### src/rtl/cfg_loader_pkg.sv
// Shared types for the config loader: FSM state encoding and index sizing.
package cfg_loader_pkg;

    typedef enum logic [1:0] {
        COLLECT  = 2'd0,
        DROP     = 2'd1,
        WAIT_RDY = 2'd2,
        WRITE    = 2'd3
    } state_t;

    // Index counter width; a one-word vector still needs a 1-bit index.
    function automatic int idx_width(input int num_inputs);
        return (num_inputs > 0) ? $clog2(num_inputs + 1) : 1;
    endfunction

endpackage

### src/rtl/config_loader.sv
// Config loader: assembles NUM_INPUTS+1 serial network words into a vector,
// hands it to the config memory over write_en/write_rdy/write_ack, flags
// short/long frames and counts committed frames.
module config_loader
    import cfg_loader_pkg::*;
#(
    parameter int WIDTH      = 16,
    parameter int NUM_INPUTS = 8,
    parameter int CNT_W      = 16
) (
    input  logic             clk,
    input  logic             reset,
    input  logic             in_valid,
    output logic             in_ready,
    input  logic [WIDTH-1:0] in_data,
    input  logic             in_last,
    output logic             write_en,
    input  logic             write_rdy,
    output logic [WIDTH-1:0] w_data_out [NUM_INPUTS:0],
    input  logic             write_ack,
    output logic             done,
    output logic             err_short,
    output logic             err_long,
    input  logic             err_clr,
    output logic [CNT_W-1:0] frame_count
);

    localparam int               IDX_W   = idx_width(NUM_INPUTS);
    localparam logic [IDX_W-1:0] IDX_MAX = IDX_W'(NUM_INPUTS);

    typedef logic [WIDTH-1:0] word_t;

    state_t           state_q, state_d;
    logic [IDX_W-1:0] idx_q, idx_d;
    word_t            buf_q [NUM_INPUTS:0];
    word_t            buf_d [NUM_INPUTS:0];
    logic             write_en_q, write_en_d;
    logic             done_q, done_d;
    logic             err_short_q, err_short_d;
    logic             err_long_q, err_long_d;
    logic [CNT_W-1:0] cnt_q, cnt_d;
    logic             xfer;
    logic             at_last_idx;

    // Ready is a pure state decode, held low while reset is asserted so the
    // network never sees a transfer during reset.
    assign in_ready    = ~reset & ((state_q == COLLECT) | (state_q == DROP));
    assign xfer        = in_valid & in_ready;
    assign at_last_idx = (idx_q == IDX_MAX);

    assign write_en    = write_en_q;
    assign done        = done_q;
    assign err_short   = err_short_q;
    assign err_long    = err_long_q;
    assign frame_count = cnt_q;
    assign w_data_out  = buf_q;

    // FSM state register.
    always_ff @(posedge clk) begin
        if (reset) begin
            state_q <= COLLECT;
        end else begin
            state_q <= state_d;
        end
    end

    // FSM next-state decode.
    always_comb begin
        state_d = state_q;
        case (state_q)
            COLLECT: begin
                if (xfer && at_last_idx) begin
                    state_d = in_last ? WAIT_RDY : DROP;
                end
            end
            DROP: begin
                if (xfer && in_last) begin
                    state_d = COLLECT;
                end
            end
            WAIT_RDY: begin
                if (write_rdy) begin
                    state_d = WRITE;
                end
            end
            WRITE: begin
                // Ack is only honoured here; write_rdy dropping is ignored.
                if (write_ack) begin
                    state_d = COLLECT;
                end
            end
            default: state_d = COLLECT;
        endcase
    end

    // FSM output / datapath next-state decode; an error set beats a clear.
    always_comb begin
        idx_d       = idx_q;
        buf_d       = buf_q;
        write_en_d  = write_en_q;
        done_d      = 1'b0;
        cnt_d       = cnt_q;
        err_short_d = err_short_q & ~err_clr;
        err_long_d  = err_long_q & ~err_clr;
        case (state_q)
            COLLECT: begin
                if (xfer) begin
                    buf_d[idx_q] = in_data;
                    if (at_last_idx) begin
                        idx_d = '0;
                        if (!in_last) begin
                            err_long_d = 1'b1;
                        end
                    end else if (in_last) begin
                        // Partial buffer stays uncommitted; next frame overwrites it.
                        idx_d       = '0;
                        err_short_d = 1'b1;
                    end else begin
                        idx_d = idx_q + 1'b1;
                    end
                end
            end
            WAIT_RDY: begin
                if (write_rdy) begin
                    write_en_d = 1'b1;
                end
            end
            WRITE: begin
                if (write_ack) begin
                    write_en_d = 1'b0;
                    done_d     = 1'b1;
                    cnt_d      = cnt_q + 1'b1;
                end
            end
            default: ;
        endcase
    end

    // Datapath and output registers; reset discards any in-flight frame.
    always_ff @(posedge clk) begin
        if (reset) begin
            idx_q       <= '0;
            write_en_q  <= 1'b0;
            done_q      <= 1'b0;
            err_short_q <= 1'b0;
            err_long_q  <= 1'b0;
            cnt_q       <= '0;
            for (int i = 0; i <= NUM_INPUTS; i++) begin
                buf_q[i] <= '0;
            end
        end else begin
            idx_q       <= idx_d;
            write_en_q  <= write_en_d;
            done_q      <= done_d;
            err_short_q <= err_short_d;
            err_long_q  <= err_long_d;
            cnt_q       <= cnt_d;
            buf_q       <= buf_d;
        end
    end

endmodule

### config.mk
export PLATFORM = sky130hd
export DESIGN_NAME = config_loader
export DESIGN_NICKNAME = d
export VERILOG_FILES = /design/src/rtl/cfg_loader_pkg.sv /design/src/rtl/config_loader.sv
export SDC_FILE = /design/constraint.sdc
export NUM_CORES = 1
export LEC_CHECK = 0
export BUFFER_PORTS_ARGS = -buffer_cell sky130_fd_sc_hd__buf_2
export CORE_MARGIN = 1
export CORE_UTILIZATION = 35
export CTS_CLUSTER_SIZE = 24
export DETAILED_ROUTE_END_ITERATION = 6
export PLACE_DENSITY = 0.61
export SLEW_MARGIN = 20
export SYNTH_ARGS = -nofsm -noshare
export SYNTH_HDL_FRONTEND = slang
export SYNTH_SLANG_ARGS = --single-unit
### constraint.sdc
create_clock -name clk -period 1.8 [get_ports clk]
set_input_delay 0.18 -clock clk [delete_from_list [all_inputs] [get_ports clk]]
set_output_delay 0.18 -clock clk [all_outputs]
set_load 0.01 [all_outputs]
* Word-level counts from Yosys, hierarchy flattened
Index checks and enable logic that the tools add are counted.
Word-level totals: flip-flop bits (word level) 170, bits in latches 0, RAM bits 0, bits in read-only memories 0, input port bits 23, output and inout bits 165, logic and storage cells 69, memories kept 0
Cells by class: add/subtract/negate cells 2, $mul 0, div/mod/pow operators 0, $lt $le $gt $ge 2, equal/unequal tests 8, shifts and indexed selects 0, muxes and demuxes 23, bitwise logic cells 8, reduce and logical (&&, ||, !) cells 10
Operators by type and width (count):
- $bwmux W144 | 1
- $demux W16 S4 | 1
- $add A16 B1 Y16 const B | 1
- $mux W16 | 1
- $mux W1 | 11
- $mux W2 | 5
- $mux W4 | 2
- $pmux W2 S4 | 1
- $lt A4 B5 Y1 const B | 1
- $add A4 B1 Y4 const B | 1
- $and A1 B1 Y1 | 4
- $eq A2 B2 Y1 const B | 2
- $eq A4 B4 Y1 const B | 1
- $ge A4 B1 Y1 const B | 1
- $ne A2 B1 Y1 const B | 2
- $ne A2 B2 Y1 const B | 2
- $reduce_and A2 Y1 | 2
- $reduce_and A4 Y1 | 1
- $logic_and A1 B1 Y1 | 3
- $not A1 Y1 | 3
- $reduce_and A3 Y1 | 1
- $eq A2 B1 Y1 const B | 1
- $logic_not A2 Y1 | 1
- $pmux W1 S2 | 1
- 3 further kinds | 3

* Depth between registers and ports, before layout
word-level depth 7, mapped depth 8, gate-level depth less buffers 6

* Worst setup path after synthesis
No wires, ideal clock.
path type flip-flop to flip-flop, from reg state_q[0], to reg buf_q, in the netlist w_data_out[119], library setup time 0.140 ns, data arrival time 1.677 ns, data required time 1.660 ns, path slack -0.017 ns, cell stages (with the launch flop) 8, buffers on the path 3, clock period less this slack 1.817 ns, cell sequence dfxtp_1 -> buf_6 -> or4b_4 -> or3_1 -> buf_2 -> buf_6 -> nand2_1 -> a21oi_2
On the way: longest elaborated chain between the ends 5, elaborated cells on any way between the ends 6, classes of those cells 1 x eq/ne; 3 x bitwise; 2 x reduce/logical
Ends and longest elaborated chain:
- start: declaration | line config_loader.sv:33 | state_t state_q, state_d;
- start signal: assignment | line config_loader.sv:63 | state_q <= state_d;
- $eq A2 B1 Y1 or $logic_not A2 Y1 (tied branches) | line config_loader.sv:47, config_loader.sv:105
- $or A1 B1 Y1 | line config_loader.sv:47 | assign in_ready = ~reset & ((state_q == COLLECT) | (state_q == DROP));
- $and A1 B1 Y1 | line config_loader.sv:47
- $and A1 B1 Y1 | line config_loader.sv:48 | assign xfer = in_valid & in_ready;
- $reduce_and A2 Y1 (no source line) (*)
- end signal: assignment | line config_loader.sv:158 | buf_q <= buf_d;
- end: declaration | line config_loader.sv:35 | word_t buf_q [NUM_INPUTS:0];
Every way passes the cells marked *; elsewhere a longest branch is shown, timed or not. A chain may end at the register's enable or synchronous reset.

* Worst setup path in the final report
from reg state_q[1], to reg buf_q, in the netlist w_data_out[103]
The elaborated chain is that of the path after synthesis.

==> flow_metrics.py <==
metrics = {
    "run_status": {
        "status": "finished with violations",
        "failed_checks": "DRC",
    },
    "global_routing": {
        "grt_usage_pct": 20.7,
        "overflow": 0,
        "grt_pass1_wl_mm": 30.6,
        "grt_max_degree": 80,
        "antenna_found_initial": 0,
        "grt_pass1_vias": 5353,
    },
    "worst_setup_path": {
        "worstRegToRegCells": 5,
        "max_stage_delay_ns": 0.58,
        "timing_worst_setup_path_type": "reg -> reg",
        "cp_max_fo": 16,
        "regToRegStartpoint": "state_q[1]",
        "critPathLaunch": "state_q[1]",
        "critical_path_arrival_ns": 2.00,
        "crit_path_end_kind": "flip-flop",
        "critPathLaunchType": "flip-flop",
        "reg2reg_to": "w_data_out[103]",
        "crit_required_ns": 2.07,
        "regToRegSetupSlack_ns": 0.07,
        "slowest_stage": "or4b_4",
        "path_cells": "or4b_4, or3_1, buf_4, nand2_1, a21oi_2",
    },
    "timing": {
        "finalMaxSlewViolations": 0,
        "worst_pin_slew_ns": 1.02,
        "clock.fmax_mhz": 577,
        "final.period_utilization_pct": 96.4,
        "period_needed_ns": 1.73,
        "setup_viol": 0,
        "rsz0062_at_grt": "false",
        "fin_skew_ns": 0.0115,
        "final.setup.tns_ns": 0,
        "whs_ns": 0.0266,
        "final_hold_viol_count": 0,
        "slew_headroom_pct": 31.8,
    },
    "clock_network": {
        "clkSinkCount": 170,
        "htree_num_levels": 4,
        "cts-buffers-inserted": 17,
        "root_buffer": "clkbuf_16",
        "clk_path_buf_depth": 2,
        "worst_skew_pair.late_latency_ns": 0.43,
        "cts_repair_resize_count": 0,
        "cts_hold_buf": 0,
        "cts.clk_slew.worst_paths_ns": 0.07,
        "cts_tree": "done",
        "post_cts.repair.setup_buffers": 0,
    },
    "die": {
        "die_area_mm2": 0.0192,
        "start_util_pct": 36.0,
        "die_height_um": 139,
        "die_w_um": 139,
        "io_pins": 188,
        "rows": 49,
        "core_mm2": 0.0181,
    },
    "logic_synthesis": {
        "synth.area.top_cells": "dfxtp_1, nand2_1, a21oi_1",
        "avgSynthCellArea_um2": 8.07,
        "yosysWarnings": 0,
        "async_reset_ff_share_pct": 0,
        "synth.net_count": 838,
        "synth_most_common_cell": "nand2_1",
        "yosys.cell_types.count": 41,
        "ys_top_cells_by_count": "nand2_1, dfxtp_1, a21oi_1",
        "synth_top_area_share_pct": 52.1,
        "syn-instance-count": 810,
        "synth_seq_area_share_pct": 52.1,
        "synth_edf_count": 0,
        "synth_area_mm2": 0.00654,
        "yosysTopAreaCell": "dfxtp_1",
        "ys_ff_latch": 170,
        "ys.flop_type": "dfxtp_1",
    },
    "placed_design": {
        "gp_congestion": 0.791,
        "hpwl_mm": 13.0,
        "io_buffers": 187,
    },
    "detailed_routing": {
        "routed-via-count": 5880,
        "via_per_inst": 4.82,
        "drt_wl_total_mm": 19.8,
        "firstDrtPassIters": 7,
        "ant_nets": 0,
        "drtIter0Drc": 314,
        "drc": 14,
        "avgRoutedWirePerCell_um": 16.2,
    },
    "power": {
        "leakage_nw": 3.38,
        "powerDensity_mw_per_mm2": 939,
        "peakVddDrop_mv": 0.608,
        "finalPower_mw": 7.86,
    },
    "min_path": {
        "worstHoldEndpoint": "err_long",
        "min-delay-start": "err_clr",
        "worstHoldPathCells": 4,
        "worstHoldPathType": "in -> reg",
    },
    "job": {
        "cap_violations": 0,
    },
    "finish": {
        "multiInputGateArea_mm2": 0.00277,
        "diodes": 0,
        "nets": 1006,
        "n_fill_cell": 1818,
        "syn2layout_area_growth_pct": 28.1,
        "ff_latch_area_mm2": 0.00340,
        "drive_above_1_share_pct": 29.3,
    },
}
==> worst max path at each step <==
stage                      endpoint  slack, ns  cells after the start
finish              w_data_out[103]       0.07                      5
global placement    w_data_out[122]       0.06                      5
detailed placement  w_data_out[120]       0.06                      5
global route        w_data_out[110]      0.006                      6
CTS                 w_data_out[116]       0.05                      5
floorplan           w_data_out[119]       0.02                      7
==> flip-flops by register name, indices dropped and copies added, names as in the netlist <==
name and count:
done 1, err_short 1, state_q 2, idx_q 4, w_data_out 144, frame_count 16, err_long 1, write_en 1
==> cell usage in the layout (no fill, tap or decap), types with 2 or more instances in the layout <==
cell type  instances
buf_4             20
xor2_1             2
inv_8              2
nor3_1             4
o21ai_0            5
clkbuf_16         17
xnor2_1            7
a21oi_1          125
mux2_2             2
buf_12            10
nand4_1            4
and2_0             2
inv_1              5
bufinv_16          2
inv_6              5
buf_2            186
and2_1             2
nor4_1             5
nand3_1            8
nor3_4             3
nor2b_1            2
nand2_1          306
buf_6              2
clkinv_4           2
dfxtp_1          170
nor3b_1            4
clkinv_2           2
nand4b_1           2
a21oi_2           31
ha_1               5
nor2_1            25
or3_1              7
==> metrics by stage <==
step | util [%] | cells | setup WS [ns] | instance area, µm²
3_5_place_dp | 42.8 | 1188 | 0.0647 | 7770
2_1_floorplan | - | 810 | 0.0250 | 6560
5_1_grt | 46.2 | 1220 | 0.00558 | 8380
3_3_place_gp | 42.8 | 1188 | 0.0605 | 7770
6_report | 46.2 | 1220 | 0.0655 | 8380
4_1_cts | 46.1 | 1220 | 0.0538 | 8360
==> cell families after synthesis <==
family / share of synthesized area [%]
XOR/XNOR: 1.21
adder cells (fa/ha/maj): 0.957
AND/OR/NAND/NOR: 24.8
buffers and inverters: 5.67
multiplexers: 0.498
AO/OA/AOI/OAI: 14.8
flip-flops: 52.1
==> routing by layer <==
metal / track usage [%] / up-vias / share of wire, %
met3: 5.08 / 14 / 6.7
li1: - / 2969 / -
met5: 0 / - / 0
met1: 27.8 / 2726 / 46
met2: 33.0 / 171 / 46
met4: 5.44 / 0 / 0.87
==> critical path: cells and delay by family (launching register included) <==
kind	cells	cell delay, ns
buffers and inverters	1	0.20
DFF	1	0.31
AOI/OAI and AO/OA	1	0.06
and+or+nand+nor	3	1.01
==> power breakdown <==
part | total [mW] | leakage, nW | internal, mW | switching (mW)
registers | 3.80 | 1.37 | 3.79 | 0.0135
clock network | 3.72 | 0.290 | 2.09 | 1.63
logic | 0.348 | 1.72 | 0.0898 | 0.258
total | 7.86 | 3.38 | 5.96 | 1.90
==> cell type report <==
type | count | area share (%)
clock inverter | 14 | 1.93
multi-input combinational | 566 | 33.1
clock buffer | 18 | 5.12
inverter | 5 | 0.224
tap | 229 | 3.42
timing repair buffer | 218 | 15.6
sequential | 170 | 40.6
Note: power is estimated with default switching activity, not from simulation.
